### config.mk
export PLATFORM = sky130hd
export DESIGN_NAME = control_seq
export DESIGN_NICKNAME = d
export VERILOG_FILES = /design/src/rtl/control_seq.sv
export SDC_FILE = /design/constraint.sdc
export NUM_CORES = 1
export LEC_CHECK = 0
export ABC_CLOCK_PERIOD_IN_PS = 2060
export BUFFER_PORTS_ARGS = -buffer_cell sky130_fd_sc_hd__buf_2
export CORE_MARGIN = 5
export CORE_UTILIZATION = 45
export DETAILED_ROUTE_END_ITERATION = 8
export PLACE_DENSITY_LB_ADDON = 0.08
export SLEW_MARGIN = 10
export SYNTH_ARGS = -nofsm -noshare
export SYNTH_HDL_FRONTEND = slang
export SYNTH_SLANG_ARGS = --single-unit
### constraint.sdc
create_clock -name clk -period 2.06 [get_ports clk]
set_input_delay 0.412 -clock clk [delete_from_list [all_inputs] [get_ports clk]]
set_output_delay 0.412 -clock clk [all_outputs]
set_load 0.005 [all_outputs]
### src/rtl/control_seq.sv
// control_seq: multi-cycle instruction sequencer with memory handshake, PC, branch latch,
// stall, halt and retired-instruction counter; one-hot state drives datapath enables.
module control_seq #(
    parameter int PC_WIDTH = 16,
    parameter int INST_WIDTH = 16,
    parameter logic [PC_WIDTH-1:0] RESET_PC = '0,
    parameter int CNT_WIDTH = 16
) (
    input  logic                  clk,
    input  logic                  reset,
    input  logic                  stall,
    input  logic                  halt,
    input  logic                  is_mem,
    input  logic                  should_branch,
    input  logic [PC_WIDTH-1:0]   branch_target,
    input  logic                  mem_ack,
    input  logic [INST_WIDTH-1:0] mem_rdata,
    output logic [6:0]            state,
    output logic [PC_WIDTH-1:0]   pc,
    output logic                  mem_req,
    output logic                  mem_is_fetch,
    output logic [PC_WIDTH-1:0]   mem_addr,
    output logic [INST_WIDTH-1:0] instruction,
    output logic [INST_WIDTH-1:0] mem_data,
    output logic [CNT_WIDTH-1:0]  retired
);
    localparam logic [6:0] S_FETCH    = 7'h01;
    localparam logic [6:0] S_DECODE   = 7'h02;
    localparam logic [6:0] S_REGREAD  = 7'h04;
    localparam logic [6:0] S_ALU      = 7'h08;
    localparam logic [6:0] S_MEM      = 7'h10;
    localparam logic [6:0] S_REGWRITE = 7'h20;
    localparam logic [6:0] S_HALT     = 7'h40;

    logic                br_taken;
    logic [PC_WIDTH-1:0] br_target;

    // memory outputs decode from registered state only
    assign mem_req      = state[0] | state[4];
    assign mem_is_fetch = state[0];
    assign mem_addr     = state[4] ? br_target : pc;

    always_ff @(posedge clk or negedge reset) begin
        if (!reset) begin
            state       <= '0;
            pc          <= RESET_PC;
            instruction <= '0;
            mem_data    <= '0;
            retired     <= '0;
            br_taken    <= 1'b0;
            br_target   <= '0;
        end else begin
            case (state)
                S_FETCH: begin
                    if (mem_ack) begin
                        instruction <= mem_rdata;
                        state       <= S_DECODE;
                    end
                end
                S_DECODE: begin
                    if (!stall) begin
                        state <= halt ? S_HALT : S_REGREAD;
                        if (halt)
                            retired <= retired + 1'b1;
                    end
                end
                S_REGREAD: begin
                    if (!stall)
                        state <= S_ALU;
                end
                S_ALU: begin
                    if (!stall) begin
                        br_taken  <= should_branch;
                        br_target <= branch_target;
                        state     <= is_mem ? S_MEM : S_REGWRITE;
                    end
                end
                S_MEM: begin
                    if (mem_ack) begin
                        mem_data <= mem_rdata;
                        state    <= S_REGWRITE;
                    end
                end
                S_REGWRITE: begin
                    if (!stall) begin
                        pc       <= br_taken ? br_target : pc + 1'b1;
                        retired  <= retired + 1'b1;
                        br_taken <= 1'b0;
                        state    <= S_FETCH;
                    end
                end
                S_HALT: state <= S_HALT;
                // idle after reset (and any corrupted encoding) restarts at FETCH
                default: state <= S_FETCH;
            endcase
        end
    end
endmodule
* Yosys cells after proc, flatten, opt, wreduce, memory -nomap -nowiden
Index checks and enable logic that the tools add are counted.
** Word-level totals
- Flip-flop bits (word level) :: 88
- Memory bits (read-only) :: 0
- Latch bits :: 0
- Logic and storage cells :: 52
- Memories :: 0
- Memory bits (writable) :: 0
** Cells by class
- Bitwise logic cells :: 2
- Add/subtract/negate cells :: 2
- Multipliers :: 0
- Order comparisons :: 0
- Shift operators :: 0
- Eq/ne operators :: 14
- Mux-type cells :: 18
- Reductions and logical operators :: 9
- Div/mod/pow operators :: 0
** Operators by type and width (number)
- two-way mux 16 bit :: 5
- two-way mux 7 bit :: 7
- one-hot mux 7 bit (7 select lines) :: 1
- adder 16 x 1 -> 16 bit, second input constant :: 2
- one-hot mux 16 bit (2 select lines) :: 1
- inequality test 2 bit, second input constant :: 7
- AND reduction 2 bit :: 4
- == test 7 x 1 -> 1 bit, second input constant :: 1
- == test 7 x 2 -> 1 bit, second input constant :: 1
- == test 7 x 3 -> 1 bit, second input constant :: 1
- == test 7 x 4 -> 1 bit, second input constant :: 1
- == test 7 x 5 -> 1 bit, second input constant :: 1
- == test 7 x 6 -> 1 bit, second input constant :: 1
- == test 7 bit, second input constant :: 1
- two-way mux 6 bit :: 1
- AND reduction 6 bit :: 1
- AND reduction 4 bit :: 1
- nonzero test 2 bit :: 2
- AND reduction 3 bit :: 1
- two-way mux 1 bit :: 2
- one-hot mux 1 bit (2 select lines) :: 1
- NOT 1 bit :: 1
- OR 1 bit :: 1

* Depth between registers and ports, before layout
Gate-level depths: netlist of run 1.
- Depth in word-level cells :: 4
- Mapped depth :: 7
- Gate-level depth less buffers :: 5

* Worst setup path before layout of run 1
Ideal clock, no wire load.
- Kind :: register to output
- Start :: reg state[4]
- End :: out mem_addr[10]
- Path buffers :: 3
- Stages on the path, launching flop included :: 5
- Data required time :: 1.648 ns
- Arrival :: 1.592 ns
- Setup slack :: 0.056 ns
- Cell sequence :: dfrtp_1 buf_2 buf_1 clkbuf_1 mux2_2
** On the way
- Word-level cells in the longest chain between the ends :: 1
** RTL lines
- from (decl) :: line 18 : output logic [6:0] state,
- from (signal assigned) :: line 62 : state <= halt ? S_HALT : S_REGREAD;
- from (signal assigned) :: line 75 : state <= is_mem ? S_MEM : S_REGWRITE;
- two-way mux 16 bit :: line 41 : assign mem_addr = state[4] ? br_target : pc;
- to (decl) :: line 22 : output logic [PC_WIDTH-1:0] mem_addr,
No other way between the ends.

* Worst setup path after layout of run 1
- Start :: reg state[4]
- End :: out mem_addr[6]
Same word-level chain as after synthesis.

==> results of run 1 <==
[critical path, stage by stage (launching register included)]
cell and delay (ns):
dfrtp_1 0.41, buf_6 0.26, mux2_2 0.37, buf_2 0.13
[cell type report]
| class | instances | area [sq um] | share of cell area [%] |
|---|---|---|---|
| well taps | 129 | 161.4 | 2.987 |
| inverters | 10 | 37.54 | 0.6946 |
| multi-input cells | 254 | 1956 | 36.19 |
| repair buffers | 150 | 842.1 | 15.58 |
| clock inverters | 6 | 67.56 | 1.250 |
| clock buffers | 10 | 137.6 | 2.547 |
| flip-flops and latches | 88 | 2202 | 40.75 |
[per-stage QoR]
stage,cell area (sq um),util (%),cells
finish,5404,58.21,647
detailed placement,5157,55.55,627
global placement,5157,55.55,627
CTS,5373,57.87,644
global route,5404,58.21,647
floorplan,4294,-,375
[where the power goes]
group	leakage [nW]	internal (mW)	switching (mW)
logic	1.42	0.661	0.636
registers	1.16	2.02	0.212
clock network	0.0989	0.598	0.647
total	2.68	3.28	1.49
[cells by family after synthesis]
kind of cell / count (synthesis) / synth area share [%]
muxes: 67 / 17.45
xor gates and xnor gates: 19 / 3.875
and+or+nand+nor: 103 / 13.58
adders and majority gates: 2 / 0.5827
buffers and inverters: 33 / 3.293
DFF: 88 / 51.28
AOI/OAI and AO/OA: 63 / 9.936
[timing repair]
action / in CTS / in global routing
gates cloned: 0 / 0
hold endpoints to repair: 1 / 0
buffers inserted: 0 / 3
pin swaps: 2 / 2
hold buffers: 1 / 0
endpoints found under the setup margin: 3 / 23
resized for setup: 0 / 2
[synthesized netlist by cell type, types with 7 or more instances]
master / number / share of area (%)
xor2_1: 7 / 1.4
o21ai_0: 21 / 2.4
nand3_1: 19 / 2.2
xnor2_1: 12 / 2.4
clkbuf_1: 13 / 1.1
nand2_1: 15 / 1.3
mux2_2: 63 / 17
inv_1: 10 / 0.87
nor2_1: 16 / 1.4
nand4_1: 12 / 1.7
a21oi_1: 16 / 1.9
dfrtp_1: 88 / 51
[how the worst max path moves through the flow]
| stage | start | to | depth (start not counted) |
|---|---|---|---|
| 2_1_floorplan | state[4] | mem_addr[10] | 4 |
| 3_3_place_gp | state[0] | retired[15] | 4 |
| 3_5_place_dp | state[0] | retired[11] | 4 |
| 4_1_cts | state[4] | mem_addr[6] | 3 |
| 5_1_grt | state[4] | mem_addr[6] | 3 |
| 6_report | state[4] | mem_addr[6] | 3 |
[routing by layer]
metal	share of wire, %	up-vias
li1	-	1645
met5	0.12	-
met4	1.8	2
met2	46	101
met1	45	1678
met3	6.6	21
[cell usage in the layout (no fill, tap or decap), drive strengths merged, types with 3 or more instances in the layout]
cell,count
inv,11
o21a,3
or3,5
xor2,7
a2bb2oi,4
mux2,63
nand4,13
a21oi,16
nand3b,6
nand2,15
mux2i,4
and4,3
and3,3
xnor2,12
nor4,5
nand3,19
o22ai,4
nor3,7
clkbuf,10
buf,149
o21ai,21
nor2,16
dfrtp,88
[state kept, by name, indices dropped and copies added, names as in the netlist]
register	flops
mem_data	16
instruction	16
pc	16
br_target	16
state	7
retired	16
br_taken	1
==> impl_metrics.env, run 1 <==
export IMPL_cts_sinks=88
export IMPL_period_share_pct=94.52
export IMPL_maxSlewViolCount=0
export IMPL_synth_seq_cells=88
export IMPL_synth_async_reset_ratio_pct=100.0
export IMPL_powerDensity_nw_per_um2=882.7
export IMPL_use_met3_pct=4.919
export IMPL_cts_root_buffer="clkbuf_8"
export IMPL_final_nets=554
export IMPL_hp_start="branch_target[12]"
export IMPL_cp_data_arrival_time_ns=1.54
export IMPL_synth_edf_count=0
export IMPL_status="finished clean"
export IMPL_dr_pass1_iters=6
export IMPL_die_w_um=107.7
export IMPL_ys_flop_type="dfrtp_1"
export IMPL_hold_depth=2
export IMPL_hold_end="br_target[12]"
export IMPL_syn_num_nets=416
export IMPL_drc=0
export IMPL_rrSetupSlack_ns=0.14
export IMPL_reg2reg_depth=3
export IMPL_grt_overflow=0
export IMPL_cts_tree="yes"
export IMPL_clkLatencyLatePin_ns=0.36
export IMPL_peakVddDrop_mv=0.4882
export IMPL_path_clk_slew_ns=0.10
export IMPL_chipHeight_um=107.7
export IMPL_ant_nets=0
export IMPL_gp_congestion=0.8575
export IMPL_r2r_start="state[0]"
export IMPL_tightest_slew_ns=0.6307
export IMPL_grt_use_met1_pct=25.54
export IMPL_period_minus_slack_ns=1.947
export IMPL_cts_made_buffers=9
export IMPL_busiest_layer="met2"
export IMPL_antenna_found_initial=1
export IMPL_hpwl_mm=7.767
export IMPL_grt_max_degree=49
export IMPL_antennaDiodeCount=0
export IMPL_pin_count=128
export IMPL_p_total_mw=4.770
export IMPL_num_rows=35
export IMPL_skew_ns=0.01585
export IMPL_finalSetupViolCount=0
export IMPL_grt_usage_pct=19.21
export IMPL_core_area_sq_um=9284
export IMPL_preCtsSetupSlack_ns=-0.01082
export IMPL_syn2layout_area_growth_pct=25.84
export IMPL_drive_gt1_share_pct=46.33
export IMPL_syn_cell_area_sq_um=4294
export IMPL_grt_pass1_wl_mm=17.86
export IMPL_worst_slack_ns=0.1128
export IMPL_met2_usage_pct=30.46
export IMPL_cts_path_max_buffers=2
export IMPL_synth_avg_cell_area_sq_um=11.45
export IMPL_relSlewSlack_pct=57.90
export IMPL_r2r_end="retired[1]"
export IMPL_start_kind="register"
export IMPL_hp_class="input port to register"
export IMPL_path_class="register to primary output"
export IMPL_port_buffers=127
export IMPL_drt_iter0_markers=133
export IMPL_grt_pass1_vias=3604
export IMPL_hold_slack_ns=0.2733
export IMPL_vias_per_cell=5.328
export IMPL_critPathRequiredTime_ns=1.65
export IMPL_die_area_sq_um=11600
export IMPL_path_max_fanout=24
export IMPL_start_util_pct=46.25
export IMPL_synth_distinct_cells=48
export IMPL_clock_fmax_ghz=0.5136
export IMPL_syn_inst=375
export IMPL_worstSetupEndpointType="primary output"
export IMPL_fillers=837
export IMPL_htreeDepth=3
export IMPL_p_leak_nw=2.681
export IMPL_ys_seq_area_share_pct=51.28
export IMPL_vias=3447
export IMPL_ys_warn_count=0
export IMPL_wl_mm=10.74
export IMPL_rsz0062_at_grt="no"
export IMPL_routedWlPerCell_um=16.60
export IMPL_hold_viol_final=0
export IMPL_drv_cap=0
export IMPL_tns_ns=0
No activity file was read; power rests on OpenSTA's default activity.
==> inputs of run 2 (changes only) <==
- CORE_UTILIZATION: 45 -> 47
==> run 2 against run 1 <==
Net effect: clock power grew 7%; critical path type unchanged; routed wire length shrank 1.5%; largest power group unchanged; sequential share of layout area grew 0.30 points; setup slack lost 0.0076 ns; combinational power is essentially flat; global-route usage grew 0.075 points; via count grew 1.8%; power grew 2.4%; fmax shrank 0.39%.
==> impl_metrics.env, run 2 (synthesis results as in run 1) <==
export IMPL_start_kind="register"
export IMPL_worstSetupEndpointType="primary output"
export IMPL_die_area_sq_um=11150
export IMPL_peakVddDrop_mv=0.6412
export IMPL_period_minus_slack_ns=1.955
export IMPL_path_class="register to primary output"
export IMPL_path_max_fanout=28
export IMPL_r2r_start="state[0]"
export IMPL_wl_mm=10.58
export IMPL_drc=0
export IMPL_hp_start="branch_target[15]"
export IMPL_stdcell_area_sq_um=5364
export IMPL_clock_fmax_ghz=0.5116
export IMPL_chipHeight_um=105.6
export IMPL_cts_path_max_buffers=2
export IMPL_routedWlPerCell_um=17.01
export IMPL_syn2layout_area_growth_pct=24.91
export IMPL_tns_ns=0
export IMPL_dr_pass1_iters=4
export IMPL_cts_sinks=88
export IMPL_start_util_pct=48.76
export IMPL_critPathRequiredTime_ns=1.65
export IMPL_grt_pass1_vias=3586
export IMPL_htreeDepth=3
export IMPL_ant_nets=0
export IMPL_cp_data_arrival_time_ns=1.54
export IMPL_num_rows=34
export IMPL_port_buffers=127
export IMPL_skew_ns=0.01142
export IMPL_vias_per_cell=5.641
export IMPL_path_clk_slew_ns=0.09
export IMPL_rrSetupSlack_ns=0.12
export IMPL_drv_cap=0
export IMPL_tightest_slew_ns=0.6248
export IMPL_clkLatencyLatePin_ns=0.35
export IMPL_grt_max_degree=45
export IMPL_r2r_end="retired[4]"
export IMPL_reg2reg_depth=5
export IMPL_antennaDiodeCount=0
export IMPL_period_share_pct=94.89
export IMPL_hold_viol_final=0
export IMPL_drive_gt1_share_pct=45.72
export IMPL_mostFrequentLayoutCells="buf_2 (126), dfrtp_1 (88), mux2_2 (63), o21ai_0 (21), nand3_1 (19)"
export IMPL_core_area_sq_um=8806
export IMPL_status="finished clean"
export IMPL_cts_root_buffer="clkbuf_8"
export IMPL_final_common_cell="buf_2"
export IMPL_drt_iter0_markers=145
export IMPL_gp_congestion=0.8693
export IMPL_hpwl_mm=7.598
export IMPL_rsz0062_at_grt="no"
export IMPL_die_w_um=105.6
export IMPL_hold_end="br_target[15]"
export IMPL_cts_made_buffers=9
export IMPL_finalSetupViolCount=0
export IMPL_place_area_sq_um=5124
export IMPL_maxSlewViolCount=0
export IMPL_pin_count=128
export IMPL_hold_depth=2
export IMPL_relSlewSlack_pct=58.30
export IMPL_cts_tree="yes"
export IMPL_grt_pass1_wl_mm=17.71
export IMPL_antenna_found_initial=1
export IMPL_hp_class="input port to register"
export IMPL_final_nets=550
export IMPL_post_cts_buffers=0
export IMPL_p_leak_nw=2.665
export IMPL_grt_overflow=0
export IMPL_grt_usage_pct=19.29
export IMPL_powerDensity_nw_per_um2=910.8
export IMPL_vias=3509
==> run 2: cell types whose count changed in the layout (fill, tap and decap cells not counted) <==
cell	delta
clkinv_4	-1
buf_4	-4
inv_6	-1
bufinv_16	+1
clkbuf_1	+1
==> run 2: worst max-delay path by stage <==
stage / from / to / slack [ns] / depth (start not counted)
6_report: state[4] / mem_addr[14] / 0.11 / 3
5_1_grt: state[5] / retired[13] / 0.02 / 4
4_1_cts: state[4] / mem_addr[14] / 0.02 / 3
3_5_place_dp: state[5] / pc[14] / 0.04 / 4
2_1_floorplan: state[4] / mem_addr[10] / 0.06 / 4
3_3_place_gp: state[0] / retired[15] / 0.06 / 4
==> run 2: area by class of cell <==
class | count | area [sq um]
Tap cell | 108 | 135.1
Multi-Input combinational cell | 254 | 1956
Sequential cell | 88 | 2202
Timing Repair Buffer | 146 | 812.0
Fill cell | 760 | 3442
Clock inverter | 5 | 80.08
Clock buffer | 11 | 141.4
Inverter | 10 | 37.54
==> run 2: per-layer routing <==
metal	share of wire (%)	vias to the layer above	GRT usage, %
li1	-	1644	-
met4	1.0	2	5.550
met3	7.7	11	5.990
met2	47	106	31.56
met1	44	1746	24.78
met5	0.12	-	0
==> run 2: what timing repair did <==
| action | CTS | global route |
|---|---|---|
| setup endpoints to repair | 0 | 28 |
| hold buffers | 1 | 0 |
| resized for setup | 0 | 2 |
| hold endpoints to repair | 27 | 0 |
==> run 2: power breakdown <==
group / total [mW] / switching [mW] / internal [mW]
Combinational: 1.32 / 0.636 / 0.681
Sequential: 2.24 / 0.222 / 2.02
Clock: 1.33 / 0.613 / 0.716
==> run 2: worst max-delay path, cell delays in order (launching register included) <==
cell	delay [ns]
dfrtp_1	0.40
buf_6	0.28
mux2_2	0.39
buf_2	0.13
==> run 2: through the flow <==
stage               total power, mW  utilization [%]  cells  setup WS [ns]  hold slack, ns
detailed placement            3.601            58.18    605        0.03928          0.3722
global route                  5.170            60.91    622        0.01821          0.2711
global placement              3.563            58.18    605        0.06089          0.3682
floorplan                     3.011                -    375        0.05612          0.1164
finish                        4.885            60.91    622         0.1053          0.2868
CTS                           4.934            60.81    622        0.01584          0.2730
==> inputs of run 3 (changes only) <==
- CORE_MARGIN: 5 -> unset
- REMOVE_ABC_BUFFERS: unset -> 1
==> run 3 against run 2 <==
Net effect: clock skew barely moved; setup slack got worse by 0.026 ns; flip-flop and latch count did not move; combinational power fell by 3%; largest power group unchanged.
==> impl_metrics.env, run 3 (synthesis results as in run 1) <==
export IMPL_clkLatencyLatePin_ns=0.36
export IMPL_p_leak_nw=2.678
export IMPL_hold_depth=2
export IMPL_hp_class="input port to register"
export IMPL_mostFrequentLayoutCells="buf_2 (126), dfrtp_1 (88), mux2_2 (63), o21ai_0 (21)"
export IMPL_period_minus_slack_ns=1.981
export IMPL_path_clk_slew_ns=0.09
export IMPL_cp_data_arrival_time_ns=1.57
export IMPL_powerDensity_nw_per_um2=890.4
export IMPL_drt_iter0_markers=152
export IMPL_cts_tree="yes"
export IMPL_antenna_found_initial=0
export IMPL_die_w_um=97.59
export IMPL_drive_gt1_share_pct=46.23
export IMPL_r2r_start="state[3]"
export IMPL_reg2reg_depth=3
export IMPL_syn2layout_area_growth_pct=25.12
export IMPL_path_max_fanout=23
export IMPL_gp_congestion=0.8448
export IMPL_status="finished clean"
export IMPL_htreeDepth=3
export IMPL_worstSetupEndpointType="primary output"
export IMPL_drv_cap=0
export IMPL_vias_per_cell=5.478
export IMPL_grt_pass1_wl_mm=16.62
export IMPL_pin_count=128
export IMPL_cts_sinks=88
export IMPL_port_buffers=127
export IMPL_grt_usage_pct=21.79
export IMPL_cts_path_max_buffers=2
export IMPL_antennaDiodeCount=0
export IMPL_path_class="register to primary output"
export IMPL_wl_mm=9.970
export IMPL_hpwl_mm=6.928
export IMPL_cts_made_buffers=9
export IMPL_routedWlPerCell_um=15.95
export IMPL_period_share_pct=96.14
export IMPL_tns_ns=0
export IMPL_grt_pass1_vias=3284
export IMPL_cts_root_buffer="clkbuf_8"
export IMPL_vias=3424
export IMPL_grt_max_degree=40
export IMPL_hold_slack_ns=0.2826
export IMPL_relSlewSlack_pct=69.06
export IMPL_start_util_pct=49.00
export IMPL_critPathRequiredTime_ns=1.65
export IMPL_dr_pass1_iters=6
export IMPL_skew_ns=0.01158
export IMPL_rsz0062_at_grt="no"
export IMPL_die_area_sq_um=9523
export IMPL_finalSetupViolCount=0
export IMPL_drc=0
export IMPL_peakVddDrop_mv=0.5607
export IMPL_crit_chain="buf_6, mux2_2, buf_2"
export IMPL_fillers=770
export IMPL_hp_start="branch_target[15]"
export IMPL_ant_nets=0
export IMPL_final_nets=553
export IMPL_clock_fmax_ghz=0.5049
export IMPL_hold_viol_final=0
export IMPL_slowest_delay_ns=0.45
export IMPL_startpoint="state[4]"
export IMPL_start_kind="register"
export IMPL_tightest_slew_ns=0.4606
export IMPL_post_route_util_pct=61.31
export IMPL_final_common_cell="buf_2"
export IMPL_cpMaxStageDelayCell="dfrtp_1"
export IMPL_regArea_sq_um=2202
export IMPL_maxSlewViolCount=0
export IMPL_multi_input_area_sq_um=1956
export IMPL_grt_overflow=0
export IMPL_chipHeight_um=97.59
export IMPL_core_area_sq_um=8763
export IMPL_num_rows=34
-- run 3: stage by stage --
step	power, mW	worst slack [ns]	cells	instance area, sq um
after CTS	4.820	0.004795	622	5345
after global placement	3.516	0.04094	605	5124
after global routing	5.072	0.01671	625	5373
final	4.784	0.07942	625	5373
after floorplan	2.954	-0.2624	352	4190
after detailed placement	3.554	-0.01905	605	5124
-- run 3: worst max-delay path, delay by kind of cell (launching register included) --
kind	cells	cell delay, ns
mux	1	0.37
flops	1	0.45
buf+inv	2	0.39
-- run 3: worst paths after layout --
path	endpoint	slack, ns
max	mem_addr[0]	0.08
max in group asynchronous	retired[8]	0.91
min	br_target[15]	0.28
max reg2reg	retired[1]	0.11
min reg2reg	retired[15]	0.49
min in group asynchronous	br_target[8]	0.54
-- run 3: repair_timing --
action,CTS,global route
setup buffers,0,3
endpoints found under the hold margin,1,0
pin swaps,2,2
gates resized for setup,1,1
setup endpoints to repair,4,14
hold buffers,1,0
-- run 3: final cells by class --
| class | count | share of cell area [%] |
|---|---|---|
| flip-flops and latches | 88 | 40.99 |
| repair buffers | 149 | 15.53 |
| clock buffers | 9 | 2.306 |
| multi-input cells | 254 | 36.40 |
| well taps | 108 | 2.515 |
| inverters | 10 | 0.6986 |
| clock inverters | 7 | 1.560 |
-- run 3: power breakdown --
| group | leakage [nW] | switching (mW) | internal [mW] | total [mW] |
|---|---|---|---|---|
| combinational | 1.42 | 0.618 | 0.666 | 1.28 |
| clock | 0.103 | 0.679 | 0.585 | 1.26 |
| sequential | 1.16 | 0.219 | 2.02 | 2.24 |
-- run 3: layer usage --
layer  share of wire, %  vias up  GRT usage [%]
li1                   -     1634              -
met1                 46     1684          30.74
met2                 47      100          33.35
met3                5.9        6          5.827
met4               0.82        0          5.656
met5                  0        -              0
